**config.mk**
```make
export PLATFORM = sky130hd
export DESIGN_NAME = frame_update_arbiter
export DESIGN_NICKNAME = d
export VERILOG_FILES = /design/src/rtl/frame_update_pkg.sv /design/src/rtl/rr_arbiter.sv /design/src/rtl/frame_update_arbiter.sv
export SDC_FILE = /design/constraint.sdc
export NUM_CORES = 1
export LEC_CHECK = 0
export CORE_MARGIN = 2
export CORE_UTILIZATION = 30
export DETAILED_ROUTE_END_ITERATION = 12
export PLACE_DENSITY = 0.58
export SYNTH_ARGS = -nofsm -noshare
export SYNTH_HDL_FRONTEND = slang
export SYNTH_SLANG_ARGS = --single-unit
```
**constraint.sdc**
```tcl
create_clock -name pclk -period 6.2 [get_ports pclk]
set_clock_uncertainty 0.05 [all_clocks]
set_input_delay 0.93 -clock pclk [delete_from_list [all_inputs] [get_ports pclk]]
set_output_delay 0.93 -clock pclk [all_outputs]
set_load 0.05 [all_outputs]
```
**src/rtl/frame_update_pkg.sv**
```systemverilog
// frame_update_pkg: 800x600 VGA timing constants, parameter defaults and commit FSM states.
package frame_update_pkg;
   localparam int H_TOTAL   = 1056;
   localparam int V_TOTAL   = 628;
   localparam int H_ACTIVE  = 800;
   localparam int V_ACTIVE  = 600;
   localparam int N_REQ_DEF = 4;
   localparam int XW_DEF    = $clog2(H_TOTAL);
   localparam int YW_DEF    = $clog2(V_TOTAL);
   typedef enum logic [1:0] {ACTIVE, COMMIT, BLANK} state_e;
endpackage

```
**src/rtl/rr_arbiter.sv**
```systemverilog
// rr_arbiter: combinational round-robin pick, searching upward from ptr+1 with wraparound.
module rr_arbiter #(
   parameter int N_REQ = 4,
   parameter int IW    = $clog2(N_REQ)
) (
   input  logic [N_REQ-1:0] req,
   input  logic [IW-1:0]    ptr,
   output logic [N_REQ-1:0] gnt,
   output logic [IW-1:0]    idx,
   output logic             vld
);
   always_comb begin
      gnt = '0;
      idx = '0;
      vld = 1'b0;
      for (int k = 1; k <= N_REQ; k++)
         if (!vld && req[(int'(ptr) + k) % N_REQ]) begin
            vld = 1'b1;
            idx = IW'((int'(ptr) + k) % N_REQ);
            gnt[(int'(ptr) + k) % N_REQ] = 1'b1;
         end
   end
endmodule

```
**src/rtl/frame_update_arbiter.sv**
```systemverilog
// frame_update_arbiter: round-robin position posts into pending regs, committed together at the vblnk rise.
// Define FRAME_UPDATE_OVERWRITE_CNT_EN to add the saturating overwrite_cnt output.
module frame_update_arbiter
   import frame_update_pkg::*;
#(
   parameter int N_REQ = N_REQ_DEF,
   parameter int XW    = XW_DEF,
   parameter int YW    = YW_DEF
) (
   input  logic               pclk,
   input  logic               rst,
   input  logic               vblnk,
   input  logic [N_REQ-1:0]   req,
   input  logic [N_REQ*XW-1:0] xpos_in,
   input  logic [N_REQ*YW-1:0] ypos_in,
   output logic [N_REQ-1:0]   ack,
   output logic [N_REQ*XW-1:0] xpos_out,
   output logic [N_REQ*YW-1:0] ypos_out,
   output logic               frame_tick,
`ifdef FRAME_UPDATE_OVERWRITE_CNT_EN
   output logic [7:0]         overwrite_cnt,
`endif
   output logic [N_REQ-1:0]   dirty
);
   localparam int IW = $clog2(N_REQ);
   state_e state_q, state_d;
   logic vblnk_q, armed_q, commit, frame_tick_q, frame_tick_d, gnt_vld;
   logic [N_REQ-1:0] ack_q, dirty_q, dirty_d, eligible, gnt;
   logic [IW-1:0] rr_ptr_q, rr_ptr_d, gnt_idx;
   logic [N_REQ*XW-1:0] pend_x_q, pend_x_d, out_x_q, out_x_d;
   logic [N_REQ*YW-1:0] pend_y_q, pend_y_d, out_y_q, out_y_d;

   // armed_q stops a vblnk already high at reset release from reading as a rising edge
   assign commit   = vblnk & ~vblnk_q & armed_q;
   assign eligible = req & ~ack_q & ~{N_REQ{commit}};

   rr_arbiter #(.N_REQ(N_REQ), .IW(IW)) u_arb (
      .req(eligible),
      .ptr(rr_ptr_q),
      .gnt(gnt),
      .idx(gnt_idx),
      .vld(gnt_vld)
   );

   always_comb begin
      state_d = (state_q == COMMIT) ? BLANK :
                (state_q == BLANK)  ? (vblnk ? BLANK : ACTIVE) :
                (commit ? COMMIT : ACTIVE);
      pend_x_d = pend_x_q;
      pend_y_d = pend_y_q;
      out_x_d = out_x_q;
      out_y_d = out_y_q;
      dirty_d = dirty_q;
      rr_ptr_d = rr_ptr_q;
      frame_tick_d = commit & |dirty_q;
      if (gnt_vld) begin
         pend_x_d[int'(gnt_idx)*XW +: XW] = xpos_in[int'(gnt_idx)*XW +: XW];
         pend_y_d[int'(gnt_idx)*YW +: YW] = ypos_in[int'(gnt_idx)*YW +: YW];
         dirty_d[gnt_idx] = 1'b1;
         rr_ptr_d = gnt_idx;
      end
      for (int i = 0; i < N_REQ; i++)
         if (commit && dirty_q[i]) begin
            out_x_d[i*XW +: XW] = pend_x_q[i*XW +: XW];
            out_y_d[i*YW +: YW] = pend_y_q[i*YW +: YW];
            dirty_d[i] = 1'b0;
         end
   end

   always_ff @(posedge pclk) begin
      if (rst) begin
         state_q <= ACTIVE;
         vblnk_q <= 1'b0;
         armed_q <= 1'b0;
         ack_q <= '0;
         dirty_q <= '0;
         rr_ptr_q <= IW'(N_REQ - 1);
         frame_tick_q <= 1'b0;
         pend_x_q <= '0;
         pend_y_q <= '0;
         out_x_q <= '0;
         out_y_q <= '0;
      end else begin
         state_q <= state_d;
         vblnk_q <= vblnk;
         armed_q <= 1'b1;
         ack_q <= gnt;
         dirty_q <= dirty_d;
         rr_ptr_q <= rr_ptr_d;
         frame_tick_q <= frame_tick_d;
         pend_x_q <= pend_x_d;
         pend_y_q <= pend_y_d;
         out_x_q <= out_x_d;
         out_y_q <= out_y_d;
      end
   end

`ifdef FRAME_UPDATE_OVERWRITE_CNT_EN
   logic [7:0] overwrite_cnt_q, overwrite_cnt_d;
   always_comb
      overwrite_cnt_d = (gnt_vld && dirty_q[gnt_idx] && overwrite_cnt_q != 8'hFF) ? overwrite_cnt_q + 8'd1 : overwrite_cnt_q;
   always_ff @(posedge pclk)
      overwrite_cnt_q <= rst ? 8'd0 : overwrite_cnt_d;
   assign overwrite_cnt = overwrite_cnt_q;
`endif

   assign ack        = ack_q;
   assign dirty      = dirty_q;
   assign frame_tick = frame_tick_q;
   assign xpos_out   = out_x_q;
   assign ypos_out   = out_y_q;
endmodule

```
==> impl_metrics.tcl <==
set metrics [dict create \
    status "finished clean" \
    tns_ns 0 \
    place_area_um2 11100 \
    synth-edff-count 0 \
    drive_above_1_share_pct 6.34 \
    arrival_ns 5.59 \
    avgViaCountPerCell 5.39 \
    place.port_buffers 183 \
    finalHoldViolCount 0 \
    ys_seq_area_share_pct 40.3 \
    post_cts_buffers 0 \
    setup_viol 0 \
    synth_top_cell_area_share_pct 40.3 \
    first_iter_violations 989 \
    numCtsBuffers 17 \
    r2r_slack_ns 0.93 \
    initial_utilization_pct 30.4 \
    routed_wl_mm 30.7 \
    synth_area_um2 8980 \
    yosys_warnings 0 \
    die_width_um 177 \
    grt_pass1_vias 8379 \
    via_count 8910 \
    insertion_delay_ns 0.44 \
    routedWlPerCell_um 18.6 \
    die_h_um 177 \
    p_per_area_nw_per_um2 561 \
    cp_max_fo 30 \
    final.min_clock_period_ns 5.27 \
    ant_nets 0 \
    whs_ns 0.403 \
    max_slew_margin_pct 30.8 \
    yosysUniqueCellTypes 74 \
    num_rows 63 \
    hp-class "reg2reg" \
    p_clk_share_pct 17.3 \
    cts_hold_buf 0 \
    worstPathRequired_ns 6.52 \
    setup_slack_ns 0.931 \
    grt_pass1_wl_mm 47.7 \
    syn_nets 1225 \
    cts_buffer_depth 2 \
    stdcell_count 1652 \
    intPower_mw 3.31 \
    p_sw_mw 3.24 \
    pwr-share-seq_pct 22.0 \
    hpwl_mm 22.1 \
    ir_drop_uv 302 \
    power_mw 6.55 \
    first_pass_iters 6 \
    grt_max_degree 101 \
    synthArstFlopShare_pct 0 \
    ys_seq_elements 181 \
    design.die.area_um2 31300 \
    cts_resized 0 \
    crit_path_end_kind "register" \
    final_area_um2 11700 \
    placed_cells 1621 \
    hp-start "ypos_out[14]" \
    reg2reg_from "rr_ptr_q[1]" \
    ys.flop_type "dfxtp_1" \
    cts_sinks 181 \
    synth.avg_cell_area_um2 8.03 \
    netSwitchingFraction_pct 49.4 \
    cts-htree-levels 4 \
    post-route-util_pct 39.5 \
    crit_type "reg2reg" \
    pin_count 184 \
    grt.overflow.total 0 \
    path_clk_slew_ns 0.07 \
    cts_tree "built" \
    grt_use_total_pct 19.4 \
    root_buffer "clkbuf_16" \
    slew_viol_final 0 \
    share_comb_of_total_power_pct 60.8 \
    tightestPinTransition_ns 1.03 \
    critPathLaunch "rr_ptr_q[1]" \
    period_share_pct 85.0 \
    antenna_found_initial 0 \
    synth_area_leaders "dfxtp_1 40%, nand2_1 9.2%, a21oi_1 6.9%, a2bb2oi_1 4.3%, mux2i_1 4.1%" \
    rsz0062_at_grt "false" \
    synth_cells 1118 \
    fmax_mhz 190 \
    p_leak_nw 4.03 \
    yosysTopAreaCell "dfxtp_1" \
    diodes 0 \
    maxCapViolCount 0 \
    drcViolationCount 0 \
    start_kind "register" \
    layout.nets 1357 \
    dp_slack_ns 0.778 \
    core-area_um2 29600 \
    routabilityCongestion 0.901 \
    area_delta_synth_final_pct 30.0 \
]
routing by layer:
metal | GRT usage, % | vias up | wire length, µm
met5 | 0 | - | 0
met4 | 7.75 | 0 | 970
met3 | 4.45 | 59 | 2100
met2 | 29.3 | 334 | 13700
met1 | 26.7 | 4222 | 14000
li1 | - | 4295 | -
critical path, cell delays in order, from the launching register on:
cell and delay (ns):
dfxtp_1 0.62, inv_2 0.19, ha_1 0.44, nor4bb_1 0.19, a31oi_1 0.42, a21oi_2 0.09, buf_4 0.24, nor3_2 0.46
nor2_8 0.14, inv_4 0.29, ha_1 0.34, inv_1 0.14, a311o_1 0.58, or3_1 0.67, a2bb2oi_1 0.21, nor2_1 0.12
state kept, by name, summed over array words and instances (netlist names):
name,count
ack,4
armed_q,1
dirty,4
frame_tick,1
pend_x_q,44
pend_y_q,40
rr_ptr_q,2
vblnk_q,1
xpos_out,44
ypos_out,40
Yosys cell counts, types with 3 or more instances:
cell type / number
nand3b_1: 5
buf_2: 14
a31oi_1: 7
mux2_2: 12
a2bb2oi_1: 44
a22oi_1: 23
a21oi_1: 124
nor4_1: 6
o21ai_0: 41
nor3_1: 42
a311oi_1: 4
or4_1: 3
mux2i_1: 37
o32ai_1: 3
clkbuf_1: 66
o31ai_1: 3
nor2b_1: 5
nor3_2: 3
dfxtp_1: 181
and2_1: 6
nand3_1: 24
a32oi_1: 4
a211oi_1: 9
o211ai_1: 8
and3_1: 9
o21ai_1: 3
mux4_2: 4
o22ai_1: 10
nor4bb_1: 4
nand2_1: 219
nand2b_1: 6
a221oi_1: 8
or3_1: 14
ha_1: 16
inv_1: 12
nor2_1: 86
logic make-up after synthesis:
group	Yosys count	synth area share, %
and+or+nand+nor	444	22.2
DFF	181	40.3
adders and majority gates	16	2.23
AOI/OAI and AO/OA	323	23.9
buffers and inverters	100	4.49
muxes	54	6.80
worst paths after layout:
kind	end	depth (start not counted)
worst max-delay path	pend_x_q[11]	15
worst min-delay path	ypos_out[14]	2
worst max register to register	pend_x_q[11]	15
worst min register to register	ypos_out[14]	2
layout by cell type (no fill, tap or decap), drive strengths merged, types with 14 or more instances in the layout:
| cell | netlist | routed |
|---|---|---|
| nor2 | 88 | 88 |
| nand3 | 24 | 24 |
| nor3 | 45 | 45 |
| mux2i | 37 | 37 |
| clkdlybuf4s50 | 0 | 182 |
| o21ai | 44 | 44 |
| ha | 16 | 16 |
| a21oi | 124 | 124 |
| or3 | 14 | 14 |
| buf | 18 | 15 |
| a2bb2oi | 44 | 44 |
| clkbuf | 66 | 19 |
| nand2 | 219 | 219 |
| dfxtp | 181 | 181 |
| a22oi | 24 | 24 |
| inv | 14 | 20 |
power groups by stage:
stage,clock [mW],sequential [mW],combinational [mW]
after floorplan,0,1.51,2.72
after global placement,0,1.46,3.87
after detailed placement,0,1.46,3.89
after CTS,1.15,1.44,3.90
after global routing,1.20,1.46,4.28
final,1.13,1.44,3.98
cell type report:
| cell class | count | area, µm² |
|---|---|---|
| Clock buffer | 19 | 443 |
| Sequential cell | 181 | 3620 |
| Inverter | 16 | 62.6 |
| Multi-Input combinational cell | 837 | 4960 |
| Tap cell | 390 | 488 |
| Clock inverter | 12 | 164 |
| Timing Repair Buffer | 197 | 1930 |
| Fill cell | 3037 | 17900 |
Note: power is estimated with default switching activity, not from simulation.
